--- src/rtl/byte_unpack_tx.sv ---
// byte_unpack_tx: serializes a DATA_WIDTH word into bytes over a valid/ready pair.
// Optional feature macro: MSB_FIRST_EN (most significant byte first when defined).
module byte_unpack_tx #(
  parameter int unsigned DATA_WIDTH = 32,
  parameter int unsigned SEL_WIDTH  = 2
) (
  input  logic                  clk,
  input  logic                  rst,
  input  logic [DATA_WIDTH-1:0] word_in,
  input  logic                  word_valid,
  output logic                  word_ready,
  output logic [7:0]            byte_out,
  output logic                  byte_valid,
  input  logic                  byte_ready,
  output logic [SEL_WIDTH-1:0]  byte_sel,
  output logic                  byte_last,
  input  logic                  abort
);

  localparam int unsigned LANES = DATA_WIDTH / 8;

`ifdef MSB_FIRST_EN
  localparam logic [SEL_WIDTH-1:0] START_LANE = SEL_WIDTH'(LANES - 1);
  localparam logic [SEL_WIDTH-1:0] LAST_LANE  = SEL_WIDTH'(0);
`else
  localparam logic [SEL_WIDTH-1:0] START_LANE = SEL_WIDTH'(0);
  localparam logic [SEL_WIDTH-1:0] LAST_LANE  = SEL_WIDTH'(LANES - 1);
`endif

  typedef enum logic {IDLE = 1'b0, SEND = 1'b1} state_t;

  state_t                state;
  logic [DATA_WIDTH-1:0] hold;
  logic [SEL_WIDTH-1:0]  sel_next;

  // Byte lane of a word addressed by a lane index.
  function automatic logic [7:0] lane_byte(input logic [DATA_WIDTH-1:0] w,
                                           input logic [SEL_WIDTH-1:0]  s);
    return w[{s, 3'b000} +: 8];
  endfunction

  // Next lane in the configured serialization order.
  always_comb begin
    sel_next = byte_sel;
`ifdef MSB_FIRST_EN
    sel_next = byte_sel - SEL_WIDTH'(1);
`else
    sel_next = byte_sel + SEL_WIDTH'(1);
`endif
  end

  // Accept a word when idle or when the last byte leaves; held off in reset and on abort.
  assign word_ready = rst && !abort &&
                      ((state == IDLE) || (byte_last && byte_ready));

  // Holding register, lane pointer and registered byte-side outputs.
  always_ff @(posedge clk or negedge rst) begin
    if (!rst) begin
      state      <= IDLE;
      hold       <= '0;
      byte_sel   <= '0;
      byte_out   <= '0;
      byte_valid <= 1'b0;
      byte_last  <= 1'b0;
    end else if (abort) begin
      state      <= IDLE;
      hold       <= '0;
      byte_sel   <= '0;
      byte_out   <= '0;
      byte_valid <= 1'b0;
      byte_last  <= 1'b0;
    end else if (word_valid && word_ready) begin
      // Covers both the idle capture and back-to-back reload on the last byte.
      state      <= SEND;
      hold       <= word_in;
      byte_sel   <= START_LANE;
      byte_out   <= lane_byte(word_in, START_LANE);
      byte_valid <= 1'b1;
      byte_last  <= (START_LANE == LAST_LANE);
    end else if ((state == SEND) && byte_ready) begin
      if (byte_last) begin
        state      <= IDLE;
        hold       <= '0;
        byte_sel   <= '0;
        byte_out   <= '0;
        byte_valid <= 1'b0;
        byte_last  <= 1'b0;
      end else begin
        byte_sel   <= sel_next;
        byte_out   <= lane_byte(hold, sel_next);
        byte_last  <= (sel_next == LAST_LANE);
      end
    end
  end

endmodule

--- config.mk ---
export PLATFORM = sky130hd
export DESIGN_NAME = byte_unpack_tx
export DESIGN_NICKNAME = d
export VERILOG_FILES = /design/src/rtl/byte_unpack_tx.sv
export SDC_FILE = /design/constraint.sdc
export NUM_CORES = 1
export LEC_CHECK = 0
export BUFFER_PORTS_ARGS = -buffer_cell sky130_fd_sc_hd__buf_4
export CORE_UTILIZATION = 56
export CTS_CLUSTER_DIAMETER = 80
export DETAILED_ROUTE_END_ITERATION = 8
export PLACE_DENSITY_LB_ADDON = 0.12
export SYNTH_ARGS = -nofsm -noshare
export SYNTH_HDL_FRONTEND = slang
export SYNTH_SLANG_ARGS = --single-unit
--- constraint.sdc ---
create_clock -name clk -period 2.8 [get_ports clk]
set_clock_uncertainty 0.05 [all_clocks]
set_input_delay 0.14 -clock clk [delete_from_list [all_inputs] [get_ports clk]]
set_output_delay 0.14 -clock clk [all_outputs]
set_load 0.05 [all_outputs]
## Word level (Yosys, flattened, before mapping)

Cells that the tools add are included.

- Bits in registers: 44
- Input bits: 37
- Output and inout bits: 13
- Logic and storage cells: 39

- Add/sub/neg operators: 1
- Eq/ne operators: 1
- Shift-type cells: 1
- Muxes and demuxes: 20
- Bitwise operators: 1
- Reductions and logical operators: 10

Operators by type and width:

| kind | number |
|---|---|
| 2-to-1 mux 32 bit | 4 |
| 2-to-1 mux 8 bit | 4 |
| indexed part select 32 x 6 -> 8 bit | 1 |
| 2-to-1 mux 1 bit | 8 |
| 2-to-1 mux 2 bit | 4 |
| nonzero test 3 bit | 2 |
| logical AND 1 bit | 5 |
| adder 2 x 1 -> 2 bit (second input constant) | 1 |
| == test 2 bit (second input constant) | 1 |
| AND reduction 2 bit | 1 |
| logical NOT 1 bit | 1 |
| logical OR 1 bit | 1 |
| NOT 1 bit | 1 |

## Depth between registers and ports, before layout

- Word-level depth: 6
- Gate-level depth with buffers: 7
- Depth with buffers taken out: 5

## Least setup slack after synthesis

Ideal clock, no wire load.

- Path type: register to output
- Start: reg state
- End: out word_ready
- Arrival time: 2065 ps
- Required time: 2610 ps
- Slack: 545 ps
- Stages on the path, launching flop included: 3
- Buffers on the path: 0
- Cell sequence: dfrtp_1 a21boi_2 nor3b_1

- Longest elaborated chain between the ends: 3

Ends and longest elaborated chain:

| element | RTL line | source |
|---|---|---|
| start, declared | 32 | `state_t state;` |
| start signal, assigned | 59 | `state <= IDLE;` |
| start signal, assigned | 66 | `state <= IDLE;` |
| start signal, assigned | 74 | `state <= SEND;` |
| NOT 1 bit | 54 | `((state == IDLE) \|\| (byte_last && byte_ready));` |
| logical OR 1 bit | 54 |  |
| logical AND 1 bit | 53 | `assign word_ready = rst && !abort &&` |
| end, declared | 11 | `output logic word_ready,` |

No other way between the ends.

## Final worst setup path

- Start: reg byte_sel[0]
- End: reg byte_out[4]

- Longest elaborated chain between the ends: 6

Ends and longest elaborated chain:

| element | RTL line | source |
|---|---|---|
| start, declared | 15 | `output logic [SEL_WIDTH-1:0] byte_sel,` |
| start signal, assigned | 89 | `byte_sel <= sel_next;` |
| adder 2 x 1 -> 2 bit | 48 | `sel_next = byte_sel + SEL_WIDTH'(1);` |
| indexed part select 32 x 6 -> 8 bit | 39 | `return w[{s, 3'b000} +: 8];` |
| 2-to-1 mux 8 bit | 81 | `if (byte_last) begin` |
| 2-to-1 mux 8 bit | 80 | `end else if ((state == SEND) && byte_ready) begin` |
| 2-to-1 mux 8 bit | 72 | `end else if (word_valid && word_ready) begin` |
| 2-to-1 mux 8 bit | 65 | `end else if (abort) begin` |
| end signal, assigned | 77 | `byte_out <= lane_byte(word_in, START_LANE);` |
| end signal, assigned | 90 | `byte_out <= lane_byte(hold, sel_next);` |
| end, declared | 12 | `output logic [7:0] byte_out,` |

No other way between the ends. The select of a mux whose other input is x is not followed.
A chain may end at the register's enable or synchronous reset.

==> reports/results.tsv <==
stage	metric	value	unit
die	io_pins	50	
die	die_height	61.2	um
synth	synth-seq-cells	44	
synth	synth_area	0.00196	mm^2
global_routing	grt-ovfl-total	0	
cts	cts_tree	built	
die	core_area	0.00334	mm^2
timing	relSlewSlack	23.6	%
global_routing	grt_max_degree	47	
placement	place_congestion	0.781	
timing	drv_slew	0	
worst_setup_path	path_class	flop to flop	
route	totalWireLength	4.43	mm
die	rows	21	
synth	ys_types	25	
pwr	peakVddDrop	0.297	mV
worst_setup_path	critPathLaunchType	flop	
timing	rsz0062_at_grt	no	
synth	synth.net_count	174	
pwr	pwr-share-seq	57.8	%
pwr	comb_power_share	19.9	%
cts	ctsHoldBuffers	33	
min_path	hold_class	input port to flop	
route	avgViaCountPerCell	5.83	
route	wl_per_cell	17.0	um
timing	fin_crit_sh	73.5	%
die	dieWidth	61.2	um
min_path	worstHoldPathCells	3	
run	cap_violations	0	
cts	root_buffer	clkbuf_4	
timing	min_period	2.06	ns
timing	hold_viol	0	
pwr	switching_share	26.5	%
pwr	pwr_density_cell	440	mW/mm^2
timing	hold_ws	0.0824	ns
cts	clockBufferDepth	2	
placement	dp_slack	0.752	ns
cts	cts.reportedPaths.clkPinSlew	0.11	ns
global_routing	grt_pass1_vias	1463	
worst_setup_path	worstPathRequired	2.99	ns
global_routing	gr-usage-all-layers	26.2	%
synth	synth_cells	136	
worst_setup_path	reg2reg_depth	5	
die	die_area	0.00374	mm^2
route	drt_first_pass_iters	4	
final_layout	final_cell_mix	buf_4, dfrtp_1, dlygate4sd3_1	
worst_setup_path	endpoint_kind	flop	
timing	fin_tns_setup	0	ns
route	drcViolationCount	0	
status	outcome	completed	
route	initialDrtViolationCount	69	
global_routing	antenna_found_initial	0	
worst_setup_path	cp-endpoint	byte_out[4]$_DFFE_PN0P_	
worst_setup_path	cp-startpoint	byte_sel[0]$_DFFE_PN0P_	
placement	place.port_buffers	49	
cts	cts_buffers	5	
synth	yosys_warnings	0	
worst_setup_path	timing.rr.end	byte_out[4]$_DFFE_PN0P_	
final_layout	finalNetCount	255	
synth	avgSynthCellArea	14.4	um^2
worst_setup_path	path_max_fanout	12	
worst_setup_path	rrSetupSlack	0.74	ns
route	ant_nets	0	
die	start_util	58.7	%
timing	timing.final.ws_setup	0.743	ns
global_routing	grt_pass1_wl	6.91	mm
final_layout	final_common_cell	buf_4	
cts	post_cts_resized	0	
pwr	p_sw	0.314	mW
worst_setup_path	r2r-start	byte_sel[0]$_DFFE_PN0P_	
timing	tightest_slew	1.15	ns
timing	setup_viol	0	
pwr	clkPwrFrac	22.3	%
cts	cts_sinks	44	
final_layout	drive_gt1_share	32.1	%
pwr	internal_power	0.871	mW
final_layout	antenna_cells	0	
timing	fmax	486	MHz
route	vias	1522	
pwr	p_leak	1.34	nW
worst_setup_path	worstPathArrival	2.24	ns
cts	insertion_delay	0.34	ns
final_layout	area_growth	37.4	%
placement	hpwl	2.68	mm
cts	htree_levels	2	
synth	synth_seq_area_share	56.2	%
cts	post_cts_buffers	0	
[power groups by stage]
stage	registers, mW	clock network [mW]	logic (mW)
2_1_floorplan	0.720	0	0.0892
3_3_place_gp	0.695	0	0.194
3_5_place_dp	0.696	0	0.199
4_1_cts	0.684	0.269	0.236
5_1_grt	0.689	0.300	0.253
6_report	0.685	0.264	0.236
[layer usage]
metal  track usage, %  part of all wire [%]  vias up
met5                0                     0        -
met3             6.51                   5.4        7
li1                 -                     -      695
met2             41.0                    49       57
met4             9.74                   1.6        0
met1             35.7                    44      763
[worst min path at each step]
stage,from,to
3_3_place_gp,rst,state$_DFFE_PN0P_
5_1_grt,byte_ready,byte_last$_DFFE_PN0P_
2_1_floorplan,rst,byte_last$_DFFE_PN0P_
3_5_place_dp,rst,state$_DFFE_PN0P_
4_1_cts,byte_ready,byte_last$_DFFE_PN0P_
6_report,byte_ready,byte_last$_DFFE_PN0P_
[cells by family (layout without fill, tap and decap cells)]
kind of cell | count (synthesis) | count (layout) | share of synthesized area, %
AOI/OAI and AO/OA | 44 | 44 | 19.9
muxes | 10 | 10 | 10.4
and+or+nand+nor | 24 | 24 | 8.17
adders and majority gates | 1 | 1 | 0.638
buffers and inverters | 13 | 92 | 4.66
DFF | 44 | 44 | 56.2
[Yosys cell counts]
| cell type | count | area [um^2] |
|---|---|---|
| a21oi_1 | 2 | 10.0 |
| nor3b_1 | 1 | 7.51 |
| mux4_1 | 1 | 26.3 |
| clkbuf_2 | 2 | 10.0 |
| dfrtp_1 | 44 | 1100 |
| and4bb_2 | 1 | 12.5 |
| mux4_2 | 7 | 158 |
| and3_1 | 9 | 56.3 |
| a22o_1 | 32 | 280 |
| a31o_2 | 1 | 8.76 |
| a21boi_2 | 1 | 11.3 |
| a221o_1 | 8 | 80.1 |
| nor3_4 | 1 | 16.3 |
| buf_6 | 2 | 22.5 |
| buf_4 | 3 | 22.5 |
| inv_1 | 2 | 7.51 |
| nand3_1 | 1 | 5.00 |
| nand4b_1 | 1 | 8.76 |
| buf_2 | 3 | 15.0 |
| mux2i_1 | 2 | 20.0 |
| nand2_1 | 5 | 18.8 |
| clkbuf_8 | 1 | 13.8 |
| ha_1 | 1 | 12.5 |
| nor2_1 | 4 | 15.0 |
| nand3b_4 | 1 | 20.0 |
[sequential cells by signal, indices dropped and copies added, names as in the netlist]
name / flops
byte_sel: 2
byte_last: 1
hold: 32
state: 1
byte_out: 8
[worst max-delay path: stages (launching register included)]
cell,delay (ns)
dfrtp_1,0.34
buf_4,0.23
inv_1,0.08
ha_1,0.55
mux4_2,0.37
a221o_1,0.32
[layout make-up]
type	count	area, um^2
flip-flops and latches	44	1100
multi-input cells	79	767
repair buffers	85	721
fillers	205	646
well taps	46	57.6
clock buffers	5	37.5
inverters	2	7.51
[through the flow]
stage / utilization (%) / cell area [um^2] / cells / power (mW)
after floorplan: - / 1960 / 136 / 0.809
after global placement: 69.6 / 2320 / 223 / 0.889
after detailed placement: 69.6 / 2320 / 223 / 0.895
after CTS: 80.7 / 2690 / 261 / 1.19
after global routing: 80.7 / 2690 / 261 / 1.24
final: 80.7 / 2690 / 261 / 1.18
Power figures use the tool's default switching activity.
